<file path="src/rtl/cart_pkg.sv">
// cart_pkg: shared encodings for the cartridge bank-switching unit.
// Holds mapper mode codes, ROM size codes, hotspot base addresses and
// the auto-mode resolver used by cart_mapper.
package cart_pkg;

   typedef enum logic [2:0] {
      MODE_NONE = 3'd0,
      MODE_F8   = 3'd1,
      MODE_F6   = 3'd2,
      MODE_F4   = 3'd3,
      MODE_FE   = 3'd4,
      MODE_E0   = 3'd5,
      MODE_3F   = 3'd6,
      MODE_AUTO = 3'd7
   } mode_t;

   typedef enum logic {
      FE_IDLE  = 1'b0,
      FE_ARMED = 1'b1
   } fe_state_t;

   localparam logic [2:0] SIZE_4K  = 3'b000;
   localparam logic [2:0] SIZE_8K  = 3'b001;
   localparam logic [2:0] SIZE_16K = 3'b011;
   localparam logic [2:0] SIZE_32K = 3'b111;

   localparam logic [12:0] HS_F8 = 13'h1FF8;
   localparam logic [12:0] HS_F6 = 13'h1FF6;
   localparam logic [12:0] HS_F4 = 13'h1FF4;
   localparam logic [12:0] HS_E0 = 13'h1FE0;
   localparam logic [12:0] HS_FE = 13'h01FE;

   // Auto mode picks the classic F-scheme matching the loaded image size;
   // sizes that are not a clean power of two fall back to no mapping.
   function automatic mode_t resolve_mode(input logic [2:0] mode, input logic [2:0] size);
      mode_t m;
      m = mode_t'(mode);
      if (m == MODE_AUTO) begin
         case (size)
            SIZE_8K:  m = MODE_F8;
            SIZE_16K: m = MODE_F6;
            SIZE_32K: m = MODE_F4;
            default:  m = MODE_NONE;
         endcase
      end
      return m;
   endfunction

endpackage

</file>
<file path="src/rtl/cart_mapper_if.sv">
// cart_mapper_if: CPU bus, loader snoop and cartridge memory selects.
// Handshake: there is no valid/ready pair; bus_strobe_i is a one-clock
// qualifier marking the single clock per CPU cycle on which address and
// data are stable, and all bank state changes only on such clocks.
interface cart_mapper_if #(
   parameter int ROM_ADDR_BITS = 15,
   parameter int SC_RAM_BITS   = 7
);
   import cart_pkg::*;

   logic                     bus_strobe_i;
   logic [12:0]              cpu_addr_i;
   logic                     cpu_we_i;
   logic [7:0]               bus_data_i;
   logic [2:0]               mode_i;
   logic                     sc_en_i;
   logic                     load_we_i;
   logic [ROM_ADDR_BITS-1:0] load_addr_i;
   logic [ROM_ADDR_BITS-1:0] rom_addr_o;
   logic                     rom_cs_o;
   logic [SC_RAM_BITS-1:0]   sc_addr_o;
   logic                     sc_rd_o;
   logic                     sc_we_o;
   logic [2:0]               rom_size_o;
   logic [7:0]               bank_o;
   fe_state_t                dbg_fe_state_o;

   modport master (
      output bus_strobe_i, cpu_addr_i, cpu_we_i, bus_data_i, mode_i, sc_en_i,
             load_we_i, load_addr_i,
      input  rom_addr_o, rom_cs_o, sc_addr_o, sc_rd_o, sc_we_o, rom_size_o,
             bank_o, dbg_fe_state_o
   );

   modport slave (
      input  bus_strobe_i, cpu_addr_i, cpu_we_i, bus_data_i, mode_i, sc_en_i,
             load_we_i, load_addr_i,
      output rom_addr_o, rom_cs_o, sc_addr_o, sc_rd_o, sc_we_o, rom_size_o,
             bank_o, dbg_fe_state_o
   );

endinterface

</file>
<file path="src/rtl/cart_size_detect.sv">
// cart_size_detect: snoops the SPI ROM loader and records which 4K/8K/16K
// boundaries the image crosses, giving a thermometer-style size code.
module cart_size_detect
   import cart_pkg::*;
#(
   parameter int ROM_ADDR_BITS = 15
) (
   input  logic                     clk_i,
   input  logic                     rst_i,
   input  logic                     i_load_we,
   input  logic [ROM_ADDR_BITS-1:0] i_load_addr,
   output logic [2:0]               o_rom_size
);

   logic [14:0] w_addr;
   logic [2:0]  r_size;

   assign w_addr = 15'(i_load_addr);

   // A write to a 16K-aligned start clears the code; other writes OR in bits 14:12.
   always_ff @(posedge clk_i or posedge rst_i) begin
      if (rst_i) begin
         r_size <= SIZE_4K;
      end else if (i_load_we) begin
         if (w_addr[13:0] == 14'd0) r_size <= SIZE_4K;
         else                       r_size <= r_size | {w_addr[14], w_addr[13], w_addr[12]};
      end
   end

   assign o_rom_size = r_size;

endmodule

</file>
<file path="src/rtl/cart_mapper.sv">
// cart_mapper: Atari 2600 cartridge bank switching (F8/F6/F4/FE/E0/3F/auto)
// with SuperChip RAM decode. Banks advance on bus_strobe_i; ROM address
// and selects are combinational from the CPU address and the bank registers.
module cart_mapper
   import cart_pkg::*;
#(
   parameter int ROM_ADDR_BITS = 15,
   parameter int SC_RAM_BITS   = 7
) (
   input logic          clk_i,
   input logic          rst_i,
   cart_mapper_if.slave bus
);

   localparam int         B3F_W    = ROM_ADDR_BITS - 11;
   localparam logic [7:0] B3F_MASK = 8'((1 << B3F_W) - 1);

   mode_t                    w_mode;
   mode_t                    r_mode;
   fe_state_t                r_fe_state;
   logic [2:0]               r_bank;
   logic [2:0]               r_e0_s0, r_e0_s1, r_e0_s2;
   logic [7:0]               r_bank_3f;
   logic [2:0]               w_rom_size;
   logic [12:0]              w_addr;
   logic                     w_hit_f8, w_hit_f6, w_hit_f4, w_hit_e0;
   logic [2:0]               w_slice_bank;
   logic [7:0]               w_bank_3f;
   logic [ROM_ADDR_BITS-1:0] w_rom_addr;
   logic [7:0]               w_bank_dbg;
   logic                     w_sc_active, w_sc_wr_port, w_sc_rd_port;

   cart_size_detect #(.ROM_ADDR_BITS(ROM_ADDR_BITS)) u_size (
      .clk_i       (clk_i),
      .rst_i       (rst_i),
      .i_load_we   (bus.load_we_i),
      .i_load_addr (bus.load_addr_i),
      .o_rom_size  (w_rom_size)
   );

   assign w_addr   = bus.cpu_addr_i;
   assign w_mode   = resolve_mode(bus.mode_i, w_rom_size);
   assign w_hit_f8 = (w_addr >= HS_F8) && (w_addr <= HS_F8 + 13'd1);
   assign w_hit_f6 = (w_addr >= HS_F6) && (w_addr <= HS_F6 + 13'd3);
   assign w_hit_f4 = (w_addr >= HS_F4) && (w_addr <= HS_F4 + 13'd7);
   assign w_hit_e0 = (w_addr[12:5] == HS_E0[12:5]);

   // Bank registers and FE FSM; a change of effective mode restores reset banks.
   always_ff @(posedge clk_i or posedge rst_i) begin
      if (rst_i) begin
         r_mode     <= MODE_NONE;
         r_fe_state <= FE_IDLE;
         r_bank     <= 3'd0;
         r_e0_s0    <= 3'd0;
         r_e0_s1    <= 3'd1;
         r_e0_s2    <= 3'd2;
         r_bank_3f  <= 8'd0;
      end else if (w_mode != r_mode) begin
         r_mode     <= w_mode;
         r_fe_state <= FE_IDLE;
         r_bank     <= 3'd0;
         r_e0_s0    <= 3'd0;
         r_e0_s1    <= 3'd1;
         r_e0_s2    <= 3'd2;
         r_bank_3f  <= 8'd0;
      end else if (bus.bus_strobe_i) begin
         case (r_mode)
            MODE_F8: if (w_hit_f8) r_bank <= 3'(w_addr - HS_F8);
            MODE_F6: if (w_hit_f6) r_bank <= 3'(w_addr - HS_F6);
            MODE_F4: if (w_hit_f4) r_bank <= 3'(w_addr - HS_F4);
            MODE_FE: begin
               // The access after 01FE carries the bank in data bit 5 (inverted).
               if (r_fe_state == FE_ARMED) begin
                  r_bank     <= {2'd0, ~bus.bus_data_i[5]};
                  r_fe_state <= (w_addr == HS_FE) ? FE_ARMED : FE_IDLE;
               end else if (w_addr == HS_FE) begin
                  r_fe_state <= FE_ARMED;
               end
            end
            MODE_E0: begin
               if (w_hit_e0) begin
                  case (w_addr[4:3])
                     2'd0:    r_e0_s0 <= w_addr[2:0];
                     2'd1:    r_e0_s1 <= w_addr[2:0];
                     2'd2:    r_e0_s2 <= w_addr[2:0];
                     default: ;
                  endcase
               end
            end
            MODE_3F: begin
               if (bus.cpu_we_i && !w_addr[12] && (w_addr[7:6] == 2'b00))
                  r_bank_3f <= bus.bus_data_i & B3F_MASK;
            end
            default: ;
         endcase
      end
   end

   // ROM address composition per scheme plus the diagnostic bank view.
   always_comb begin
      case (w_addr[11:10])
         2'd0:    w_slice_bank = r_e0_s0;
         2'd1:    w_slice_bank = r_e0_s1;
         2'd2:    w_slice_bank = r_e0_s2;
         default: w_slice_bank = 3'd7;
      endcase
      w_bank_3f  = w_addr[11] ? B3F_MASK : r_bank_3f;
      w_rom_addr = ROM_ADDR_BITS'(w_addr[11:0]);
      w_bank_dbg = {5'd0, r_bank};
      case (w_mode)
         MODE_F8, MODE_F6, MODE_F4, MODE_FE:
            w_rom_addr = ROM_ADDR_BITS'({r_bank, w_addr[11:0]});
         MODE_E0: begin
            w_rom_addr = ROM_ADDR_BITS'({w_slice_bank, w_addr[9:0]});
            w_bank_dbg = {5'd0, r_e0_s0};
         end
         MODE_3F: begin
            w_rom_addr = ROM_ADDR_BITS'({w_bank_3f, w_addr[10:0]});
            w_bank_dbg = r_bank_3f;
         end
         default: ;
      endcase
   end

   // SuperChip: 1000-107F write port, 1080-10FF read port; both hide the ROM.
   assign w_sc_active  = bus.sc_en_i && (w_mode != MODE_3F) && (w_mode != MODE_E0);
   assign w_sc_wr_port = (w_addr[12:7] == 6'b100000);
   assign w_sc_rd_port = (w_addr[12:7] == 6'b100001);

   assign bus.rom_addr_o     = w_rom_addr;
   assign bus.rom_cs_o       = w_addr[12] && !(w_sc_active && (w_sc_wr_port || w_sc_rd_port));
   assign bus.sc_addr_o      = w_addr[SC_RAM_BITS-1:0];
   assign bus.sc_rd_o        = w_sc_active && w_sc_rd_port;
   assign bus.sc_we_o        = w_sc_active && w_sc_wr_port && bus.cpu_we_i && bus.bus_strobe_i;
   assign bus.rom_size_o     = w_rom_size;
   assign bus.bank_o         = w_bank_dbg;
   assign bus.dbg_fe_state_o = r_fe_state;

endmodule

</file>
<file path="src/flat_wrapper.sv">
// flat-port wrapper written by rule: the top's interface ports become plain ports
module cart_mapper_flat import cart_pkg::*;
#(
   parameter int ROM_ADDR_BITS = 15,
   parameter int SC_RAM_BITS   = 7
)
  (clk_i, rst_i, bus_bus_strobe_i, bus_cpu_addr_i, bus_cpu_we_i, bus_bus_data_i, bus_mode_i, bus_sc_en_i, bus_load_we_i, bus_load_addr_i, bus_rom_addr_o, bus_rom_cs_o, bus_sc_addr_o, bus_sc_rd_o, bus_sc_we_o, bus_rom_size_o, bus_bank_o, bus_dbg_fe_state_o);
  cart_mapper_if #(.ROM_ADDR_BITS(ROM_ADDR_BITS), .SC_RAM_BITS(SC_RAM_BITS)) bus_i ();
  input logic clk_i;
  input logic rst_i;
  input wire logic [$bits(bus_i.bus_strobe_i)-1:0] bus_bus_strobe_i;
  input wire logic [$bits(bus_i.cpu_addr_i)-1:0] bus_cpu_addr_i;
  input wire logic [$bits(bus_i.cpu_we_i)-1:0] bus_cpu_we_i;
  input wire logic [$bits(bus_i.bus_data_i)-1:0] bus_bus_data_i;
  input wire logic [$bits(bus_i.mode_i)-1:0] bus_mode_i;
  input wire logic [$bits(bus_i.sc_en_i)-1:0] bus_sc_en_i;
  input wire logic [$bits(bus_i.load_we_i)-1:0] bus_load_we_i;
  input wire logic [$bits(bus_i.load_addr_i)-1:0] bus_load_addr_i;
  output wire logic [$bits(bus_i.rom_addr_o)-1:0] bus_rom_addr_o;
  output wire logic [$bits(bus_i.rom_cs_o)-1:0] bus_rom_cs_o;
  output wire logic [$bits(bus_i.sc_addr_o)-1:0] bus_sc_addr_o;
  output wire logic [$bits(bus_i.sc_rd_o)-1:0] bus_sc_rd_o;
  output wire logic [$bits(bus_i.sc_we_o)-1:0] bus_sc_we_o;
  output wire logic [$bits(bus_i.rom_size_o)-1:0] bus_rom_size_o;
  output wire logic [$bits(bus_i.bank_o)-1:0] bus_bank_o;
  output wire logic [$bits(bus_i.dbg_fe_state_o)-1:0] bus_dbg_fe_state_o;
  assign bus_i.bus_strobe_i = bus_bus_strobe_i;
  assign bus_i.cpu_addr_i = bus_cpu_addr_i;
  assign bus_i.cpu_we_i = bus_cpu_we_i;
  assign bus_i.bus_data_i = bus_bus_data_i;
  assign bus_i.mode_i = bus_mode_i;
  assign bus_i.sc_en_i = bus_sc_en_i;
  assign bus_i.load_we_i = bus_load_we_i;
  assign bus_i.load_addr_i = bus_load_addr_i;
  assign bus_rom_addr_o = bus_i.rom_addr_o;
  assign bus_rom_cs_o = bus_i.rom_cs_o;
  assign bus_sc_addr_o = bus_i.sc_addr_o;
  assign bus_sc_rd_o = bus_i.sc_rd_o;
  assign bus_sc_we_o = bus_i.sc_we_o;
  assign bus_rom_size_o = bus_i.rom_size_o;
  assign bus_bank_o = bus_i.bank_o;
  assign bus_dbg_fe_state_o = bus_i.dbg_fe_state_o;
  cart_mapper #(.ROM_ADDR_BITS(ROM_ADDR_BITS), .SC_RAM_BITS(SC_RAM_BITS)) u_core (.clk_i(clk_i), .rst_i(rst_i), .bus(bus_i));
endmodule
</file>
<file path="config.mk">
export PLATFORM = sky130hd
export DESIGN_NAME = cart_mapper_flat
export DESIGN_NICKNAME = d
export VERILOG_FILES = /design/src/rtl/cart_pkg.sv /design/src/rtl/cart_mapper_if.sv /design/src/rtl/cart_size_detect.sv /design/src/rtl/cart_mapper.sv /design/src/flat_wrapper.sv
export SDC_FILE = /design/constraint.sdc
export NUM_CORES = 1
export LEC_CHECK = 0
export BUFFER_PORTS_ARGS = -buffer_cell sky130_fd_sc_hd__buf_2
export CAP_MARGIN = 20
export CORE_MARGIN = 4
export CORE_UTILIZATION = 48
export CTS_CLUSTER_DIAMETER = 120
export DETAILED_ROUTE_END_ITERATION = 10
export PLACE_DENSITY = 0.81
export SKIP_LAST_GASP = 1
export SLEW_MARGIN = 20
export SYNTH_ARGS = -nofsm -noshare
export SYNTH_HDL_FRONTEND = slang
export SYNTH_HIERARCHICAL = 1
export SYNTH_SLANG_ARGS = --single-unit
</file>
<file path="constraint.sdc">
create_clock -name clk_i -period 1.85 [get_ports clk_i]
set_input_delay 0.37 -clock clk_i [delete_from_list [all_inputs] [get_ports clk_i]]
set_output_delay 0.37 -clock clk_i [all_outputs]
set_load 0.01 [all_outputs]
</file>
### Word-level counts from Yosys, hierarchy flattened

Index checks and enable logic that the tools add are counted.

| word-level totals | value |
|---|---|
| register bits after elaboration | 27 |
| input port bits | 45 |
| output and inout port bits | 37 |
| word-level logic and storage cells | 123 |

| operators by class | value |
|---|---|
| $add $sub $neg | 3 |
| $lt $le $gt $ge | 5 |
| equality and inequality tests | 31 |
| multiplexer cells | 37 |
| bitwise logic cells | 2 |
| reduce and logical (&&, ||, !) cells | 37 |

Operators by type and width:

| cell | number |
|---|---|
| 3-bit 2-to-1 mux | 23 |
| 15-bit case mux with 3 select lines | 1 |
| 13-bit >= comparator (second input constant) | 3 |
| 8-bit 2-to-1 mux | 4 |
| 13-bit <= comparator (second input constant) | 2 |
| 3-bit equality test (second input constant) | 8 |
| 2-bit nonzero test | 9 |
| 8-bit case mux with 2 select lines | 1 |
| 3-bit by 2-bit equality test with 1-bit output (second input constant) | 5 |
| 14-bit logical NOT | 1 |
| 13-bit by 9-bit equality test with 1-bit output (second input constant) | 1 |
| 1-bit logical AND | 13 |
| 6-bit equality test (second input constant) | 2 |
| 3-bit by 1-bit inequality test with 1-bit output (second input constant) | 4 |
| 3-bit case mux with 4 select lines | 1 |
| 4-bit AND reduction | 3 |
| 3-bit by 1-bit equality test with 1-bit output (second input constant) | 3 |
| 3-bit case mux with 3 select lines | 1 |
| 8-bit equality test (second input constant) | 1 |
| 2-bit logical NOT | 3 |
| 3-bit inequality test (second input constant) | 2 |
| 2-bit case mux with 3 select lines | 1 |
| 6-bit AND reduction | 1 |
| 3-bit subtractor (second input constant) | 2 |
| 14 further kinds | 20 |

### Longest topological paths before layout

Gate-level depths: netlist of the first run.

| depth | value |
|---|---|
| word-level depth | 9 |
| gate-level depth with buffers | 8 |
| gate-level depth less buffers | 7 |

### Cells and area by module

Netlist of the first run, hierarchy kept.

Modules (own cells, without submodules):

| module | times used | cells an instance | area each (µm²) |
|---|---|---|---|
| cart_mapper | 1 | 216 | 1761.7 |
| cart_size_detect | 1 | 14 | 173.9 |

### Least setup slack after synthesis of the first run

No wires, ideal clock.

| path | value |
|---|---|
| kind | input -> register |
| start point | input port bus_cpu_addr_i[2] |
| end point | register u_core.r_bank[0] |
| setup time | 130 ps |
| arrival time | 1630 ps |
| required time | 1720 ps |
| setup slack | 89 ps |
| stages on the path | 7 |
| cells stage by stage | buf_2 -> inv_1 -> ha_1 -> a311o_1 -> a211oi_1 -> o211ai_2 -> mux2i_1 |

| between the ends | value |
|---|---|
| longest elaborated chain between the ends | 4 |
| elaborated cells on any way between the ends | 12 |
| those cells by class | 5 x order compare; 3 x eq/ne; 4 x reduce/logical |

Ends and longest elaborated chain:

| item | line | text |
|---|---|---|
| from (decl) | flat_wrapper.sv:12 | `input wire logic [$bits(bus_i.cpu_addr_i)-1:0] bus_cpu_addr_i;` |
| 13-bit >= comparator (tied with other cells) | cart_mapper.sv:45 | `assign w_hit_f4 = (w_addr >= HS_F4) && (w_addr <= HS_F4 + 13'd7);` |
| 1-bit logical AND, on equally long branches | cart_mapper.sv:45, cart_mapper.sv:43, cart_mapper.sv:44 |  |
| 3-bit by 1-bit inequality test with 1-bit output (no source line) | -- |  |
| 6-bit AND reduction (no source line) (*) | -- |  |
| to (signal assigned) | cart_mapper.sv:68 | `MODE_F8: if (w_hit_f8) r_bank <= 3'(w_addr - HS_F8);` |
| to (signal assigned) | cart_mapper.sv:69 | `MODE_F6: if (w_hit_f6) r_bank <= 3'(w_addr - HS_F6);` |
| to (signal assigned) | cart_mapper.sv:70 | `MODE_F4: if (w_hit_f4) r_bank <= 3'(w_addr - HS_F4);` |
| to (decl) | cart_mapper.sv:21 | `logic [2:0] r_bank;` |

Mark *: on every way between the ends. The rest lies on a longest branch, timed or not.
A chain may end at the register's enable or synchronous reset.

### Worst setup path in the final report of the first run

| path | value |
|---|---|
| start point | input port bus_cpu_addr_i[11] |
| end point | output port bus_sc_we_o |

| between the ends | value |
|---|---|
| longest elaborated chain between the ends | 4 |

Ends and longest elaborated chain:

| item | line | text |
|---|---|---|
| 6-bit equality test | cart_mapper.sv:127 | `assign w_sc_wr_port = (w_addr[12:7] == 6'b100000);` |
| 1-bit logical AND (3 in series) | cart_mapper.sv:134 | `assign bus.sc_we_o = w_sc_active && w_sc_wr_port && bus.cpu_we_i && bus.bus_strobe_i;` |
| to (decl) | flat_wrapper.sv:23 | `output wire logic [$bits(bus_i.sc_we_o)-1:0] bus_sc_we_o;` |

Every way passes these cells.

==> run metrics, run 1 <==
outcome finished with violations; failing checks negative setup slack; placed cell areas ~2400 µm²; Critical R2R Launch u_core/r_mode[2]; finished layout cell area 2470 µm²; Flop pwr share 0.447; first-pass GRT wire length a little under 9 mm; Routed Antenna Nets 0; largest net degree at the start of global routing 21; post-layout util 0.654; most common cell after layout, fill and taps aside buf_2; total placed cells including tap cells 354; CP required 1.48 ns; # H-tree levels 1; crit start category input pin; syn avg cell area 8.42 µm²; vias in the first global route 1922; peak supply drop 0.000433 V; Internal 0.803 mW; Global Route met2 Usage 0.362; CP arrival 1.49 ns; sw frac 0.298; GRT Total Usage 0.210; GR peak layer met2; Routed WL per cell 14.7 µm; final wirelength 5.27 mm; PD cells around 460 nW/µm²; deepest clock path buffer count 2; vias per cell 5.53; Mapped Area 1940 µm²; final worst-path cycle share 1.00; Post-synth EDFFs 0; core area 3770 µm²; combinational power share 0.283; WHS Path Cells 3; initial antenna violation count 0; Clock Pin Slew Worst Setup and Hold Paths 0.08 ns; Crit. End Element output pin; Non-Filler Instances 359; setup bufs post-CTS 0; synth warn 6; Final Hold Viols 0; dpl hpwl 4.23 mm; hold_sp bus_bus_data_i[1]; Initial Util 0.513; pins over their slew limit 0; layout cells sized above 1 0.415; clk root buf clkbuf_8; R2R depth 6; final setup vio count 1; FP Rows 22; worst slack, placed -0.0791 ns; nets@finish 361; Top Ports 82; Layout area overhead 27.5%; Yosys top cell by area dfrtp_1; die area a little over 5000 µm²; synth unique cells 46; hold endpoint u_core/r_bank_3f[1]; total CTS buffers 3; Sink Count 23; ANT cells 0; IO buf count 74; post-synthesis sequential area ratio 0.299; Iter 0 DRT Violations 124; Post-route DRC 0; PnR worst setup slack -0.00673 ns; global route overflow 0; RSZ-0062 raised after global routing yes; leakage power 1.25 nW; top_reg_cell synth dfrtp_1; fin crit period 1.86 ns; Worst-Skew Late Latency around 0.26 ns; Psw about 0.34 mW; Clk pwr share 0.270; type of the worst setup path in2out; top cells by area, synth dfrtp_1 27%, buf_4 8.5%, mux2i_1 8.3%; commonest non-fill, non-tap cells in the layout 74 x buf_2, 33 x buf_4, 26 x nor2_1; FF-to-FF setup slack 0.21 ns; RR Endpoint u_core/r_bank_3f[2]; Max Clock Skew 0.00582 ns; total number of vias around 2000; post-synth top area share 0.271; FF+latch count, synth 23; CTS tree yes; Max Clock Freq 539 MHz; Die Ht about 72 µm; met3 Use GR 0.0281; CP max FO 3; Syn Inst Count between 200 and 250; RePlAce Congestion 0.897; Max Cap Viol 0; 1st-pass router iterations 4; asr flop ratio synth 1.00; die width 71.5 µm; met1 global-route usage 0.270; Hold Crit Class in2reg
==> cell type report <==
| type | count | area (µm²) |
|---|---|---|
| repair buffers | 108 | 628 |
| well taps | 48 | 60.1 |
| fillers | 330 | 1300 |
| multi-input cells | 164 | 1110 |
| clock buffers | 4 | 45.0 |
| inverters | 12 | 45.0 |
| flip-flops and latches | 23 | 579 |
==> what timing repair did <==
item | CTS | global route
hold endpoints to repair | 3 | 0
hold buffers | 1 | 0
resized for setup | 3 | 3
endpoints found under the setup margin | 2 | 8
pin swaps | 0 | 1
cloned | 0 | 0
==> sequential cells by signal, summed over array words and instances (netlist names) <==
name                       flops
u_core/bus.dbg_fe_state_o      1
u_core/r_e0_s1                 3
u_core/r_e0_s0                 3
u_core/u_size/o_rom_size       3
u_core/r_bank                  3
u_core/r_mode                  3
u_core/r_e0_s2                 3
u_core/r_bank_3f               4
==> synthesized netlist by cell type, types with 4 or more instances <==
cell type / instances
nand2b_1: 4
buf_2: 7
nor2_1: 27
buf_4: 22
nand4_1: 8
o21ai_0: 9
inv_1: 12
nand2_1: 18
dfrtp_1: 21
clkbuf_1: 4
a21oi_1: 11
ha_1: 4
nand3_1: 5
mux2i_1: 16
nor3_1: 5
==> cell families (layout without fill, tap and decap cells) <==
logic type | count (synthesis) | after routing | synth area share
flops | 23 | 23 | 0.299
simple gates | 90 | 90 | 0.259
xor+xnor | 4 | 4 | 0.0181
mux | 18 | 18 | 0.0944
compound gates | 44 | 44 | 0.162
other cells | 1 | 4 | 0.00194
buf+inv | 46 | 124 | 0.140
fa+ha+maj | 4 | 4 | 0.0259
==> critical path, cell delays in order <==
cell and delay [ns]:
buf_2 0.13, nor3_2 0.24, nand4b_1 0.20, nor4_1 0.34
buf_2 0.21
==> how the worst max path moves through the flow <==
| stage | to | startpoint | slack (ns) |
|---|---|---|---|
| 2_1_floorplan | u_core/r_bank[0] | bus_cpu_addr_i[2] | 0.09 |
| 3_3_place_gp | u_core/bus.dbg_fe_state_o | bus_cpu_addr_i[11] | -0.01 |
| 3_5_place_dp | u_core/bus.dbg_fe_state_o | bus_cpu_addr_i[11] | -0.08 |
| 4_1_cts | bus_sc_we_o | bus_cpu_addr_i[11] | 0.005 |
| 5_1_grt | bus_rom_addr_o[10] | bus_mode_i[1] | -0.04 |
| 6_report | bus_sc_we_o | bus_cpu_addr_i[11] | -0.007 |
==> power groups by stage <==
stage	registers, mW	clock network, mW	logic (mW)
4_1_cts	0.511	0.315	0.321
5_1_grt	0.512	0.334	0.358
2_1_floorplan	0.518	0	0.190
3_5_place_dp	0.521	0	0.316
3_3_place_gp	0.521	0	0.310
6_report	0.511	0.308	0.324
==> through the flow <==
step	hold WS [ns]	power, mW	TNS [ns]
3_3_place_gp	0.247	0.831	-0.00968
2_1_floorplan	0.124	0.708	0
5_1_grt	0.370	1.20	-0.0845
4_1_cts	0.349	1.15	0
3_5_place_dp	0.249	0.838	-0.0974
6_report	0.347	1.14	-0.00673
==> per-layer routing <==
| metal | part of all wire | vias to the layer above |
|---|---|---|
| met5 | 0 | - |
| met4 | 0.015 | 0 |
| met3 | 0.075 | 9 |
| met2 | 0.50 | 67 |
| met1 | 0.41 | 950 |
| li1 | - | 960 |
Power figures use the tool's default switching activity.
==> run 2: changes to the inputs <==
- CORE_UTILIZATION: 48 -> 50
- CTS_BUF_LIST: unset -> sky130_fd_sc_hd__clkbuf_2 sky130_fd_sc_hd__clkbuf_4 sky130_fd_sc_hd__clkbuf_8
- PLACE_DENSITY: 0.81 -> 0.84
==> run 2 against run 1 <==
  * The run now ends clean
  * Cell area shrank 0.10%
  * Clock skew down 0.0028 ns
  * Global-route usage up 1.6 points
==> run metrics, run 2 (synthesis results as in run 1) <==
Layout area overhead 27.3%; max FFs per register 4; Max Cap Viol 0; Initial Util 0.525; outcome finished clean; CTS tree yes; fillcell total 321; Routed WL per cell 15.4 µm; peak supply drop approximately 0.00057 V; 1st-pass router iterations 4; # H-tree levels 1; CP Launch Point u_core/u_size/o_rom_size[2]; Clock Pin Slew Worst Setup and Hold Paths 0.08 ns; RR Endpoint u_core/r_bank_3f[3]; total CTS buffers 3; initial antenna violation count 0; deepest clock path buffer count 2; Critical R2R Launch u_core/u_size/o_rom_size[1]; final setup vio count 0; largest net degree at the start of global routing 21; WHS Path Cells 3; pins over their slew limit 0; Final Hold Viols 0; core area roughly 3700 µm²; nets@finish 359; vias per cell 5.48; Biggest register u_core/r_bank_3f; final wirelength 5.49 mm; ANT cells 0; R2R depth 6; commonest non-fill, non-tap cells in the layout 74 x buf_2, 30 x buf_4, 26 x nor2_1; crit start category flop; Non-Filler Instances between 300 and 400; total number of vias approximately 2000; aggregate negative setup slack 0 ns; PnR worst setup slack 0.0732 ns; Iter 0 DRT Violations 139; most common cell after layout, fill and taps aside buf_2; Worst-Skew Late Latency 0.27 ns; Max Clock Skew 0.00306 ns; Die Ht between 70 and 80 µm; Routed Antenna Nets 0; layout cells sized above 1 0.411; Max Clock Freq 563 MHz; fin crit period 1.78 ns; setup bufs post-CTS 0; CP arrival 1.41 ns; FF-to-FF setup slack ~0.12 ns; CP required around 1.5 ns; global route overflow 0; RSZ-0062 raised after global routing yes; final worst-path cycle share 0.960; clk root buf clkbuf_8; Sink Count 23; Post-route DRC 0; total placed cells including tap cells 352; CP Capture Point bus_rom_addr_o[12]; type of the worst setup path reg2out; Crit. End Element output pin; GRT Total Usage 0.226; die area 4930 µm²; post-layout util 0.668; IO buf count 74; vias in the first global route 2013; FP Rows 22; dpl hpwl ~4.3 mm; PD cells roughly 480 nW/µm²; leakage power 1.25 nW; worst slack, placed -0.0573 ns; first-pass GRT wire length between 9 and 10 mm; Hold Crit Class in2reg; RePlAce Congestion 0.921; die width around 70 µm; CP max FO 4; Top Ports 82
## run 2: cell types whose count changed in the layout (fill, tap and decap cells not counted)
cell,change
o21ai_1,+1
buf_12,+1
clkbuf_4,+1
clkbuf_1,-1
buf_4,-3
o21ai_2,-1
## run 2: through the flow
stage                     instance area [µm²]  hold slack, ns  total power, mW
after floorplan                          1950           0.124            0.708
after global placement                   2400           0.242            0.833
after detailed placement                 2400           0.247            0.840
after CTS                                2460           0.348             1.17
after global routing                     2460           0.374             1.23
final                                    2460           0.343             1.17
## run 2: worst min-delay path by stage
stage | start | to
finish | bus_bus_data_i[0] | u_core/r_bank_3f[0]
global route | bus_bus_data_i[2] | u_core/r_bank_3f[2]
CTS | bus_bus_data_i[0] | u_core/r_bank_3f[0]
detailed placement | rst_i | u_core/u_size/o_rom_size[2]
global placement | rst_i | u_core/u_size/o_rom_size[2]
floorplan | rst_i | u_core/u_size/o_rom_size[0]
## run 2: worst max-delay path: stages, from the launching register on
cell	delay, ns
dfrtp_1	0.43
nor2b_1	0.14
o21ai_1	0.15
buf_4	0.14
nand2_1	0.06
nand3_1	0.08
buf_2	0.13
## run 2: repair_timing
item,CTS,global route
hold buffers,1,0
hold endpoints to repair,3,0
gates resized for setup,2,3
setup endpoints to repair,2,8
pin swaps,0,0
## run 2: layer usage
layer | up-vias | track usage | part of all wire
li1 | 948 | - | -
met1 | 945 | 0.293 | 0.41
met2 | 57 | 0.391 | 0.52
met3 | 8 | 0.0101 | 0.045
met4 | 0 | 0.0915 | 0.017
met5 | - | 0 | 0
## run 2: report_power, final
part	switching, mW	internal, mW	total, mW
sequential	0.00541	0.507	0.512
combinational	0.181	0.144	0.325
clock	0.166	0.169	0.335
total	0.353	0.819	1.17
## run 2: area by class of cell
| cell class | instances | area (µm²) | area share |
|---|---|---|---|
| inverters | 12 | 45.0 | 0.0183 |
| clock buffers | 4 | 48.8 | 0.0198 |
| well taps | 48 | 60.1 | 0.0244 |
| flip-flops and latches | 23 | 579 | 0.235 |
| multi-input cells | 164 | 1110 | 0.449 |
| repair buffers | 106 | 626 | 0.254 |
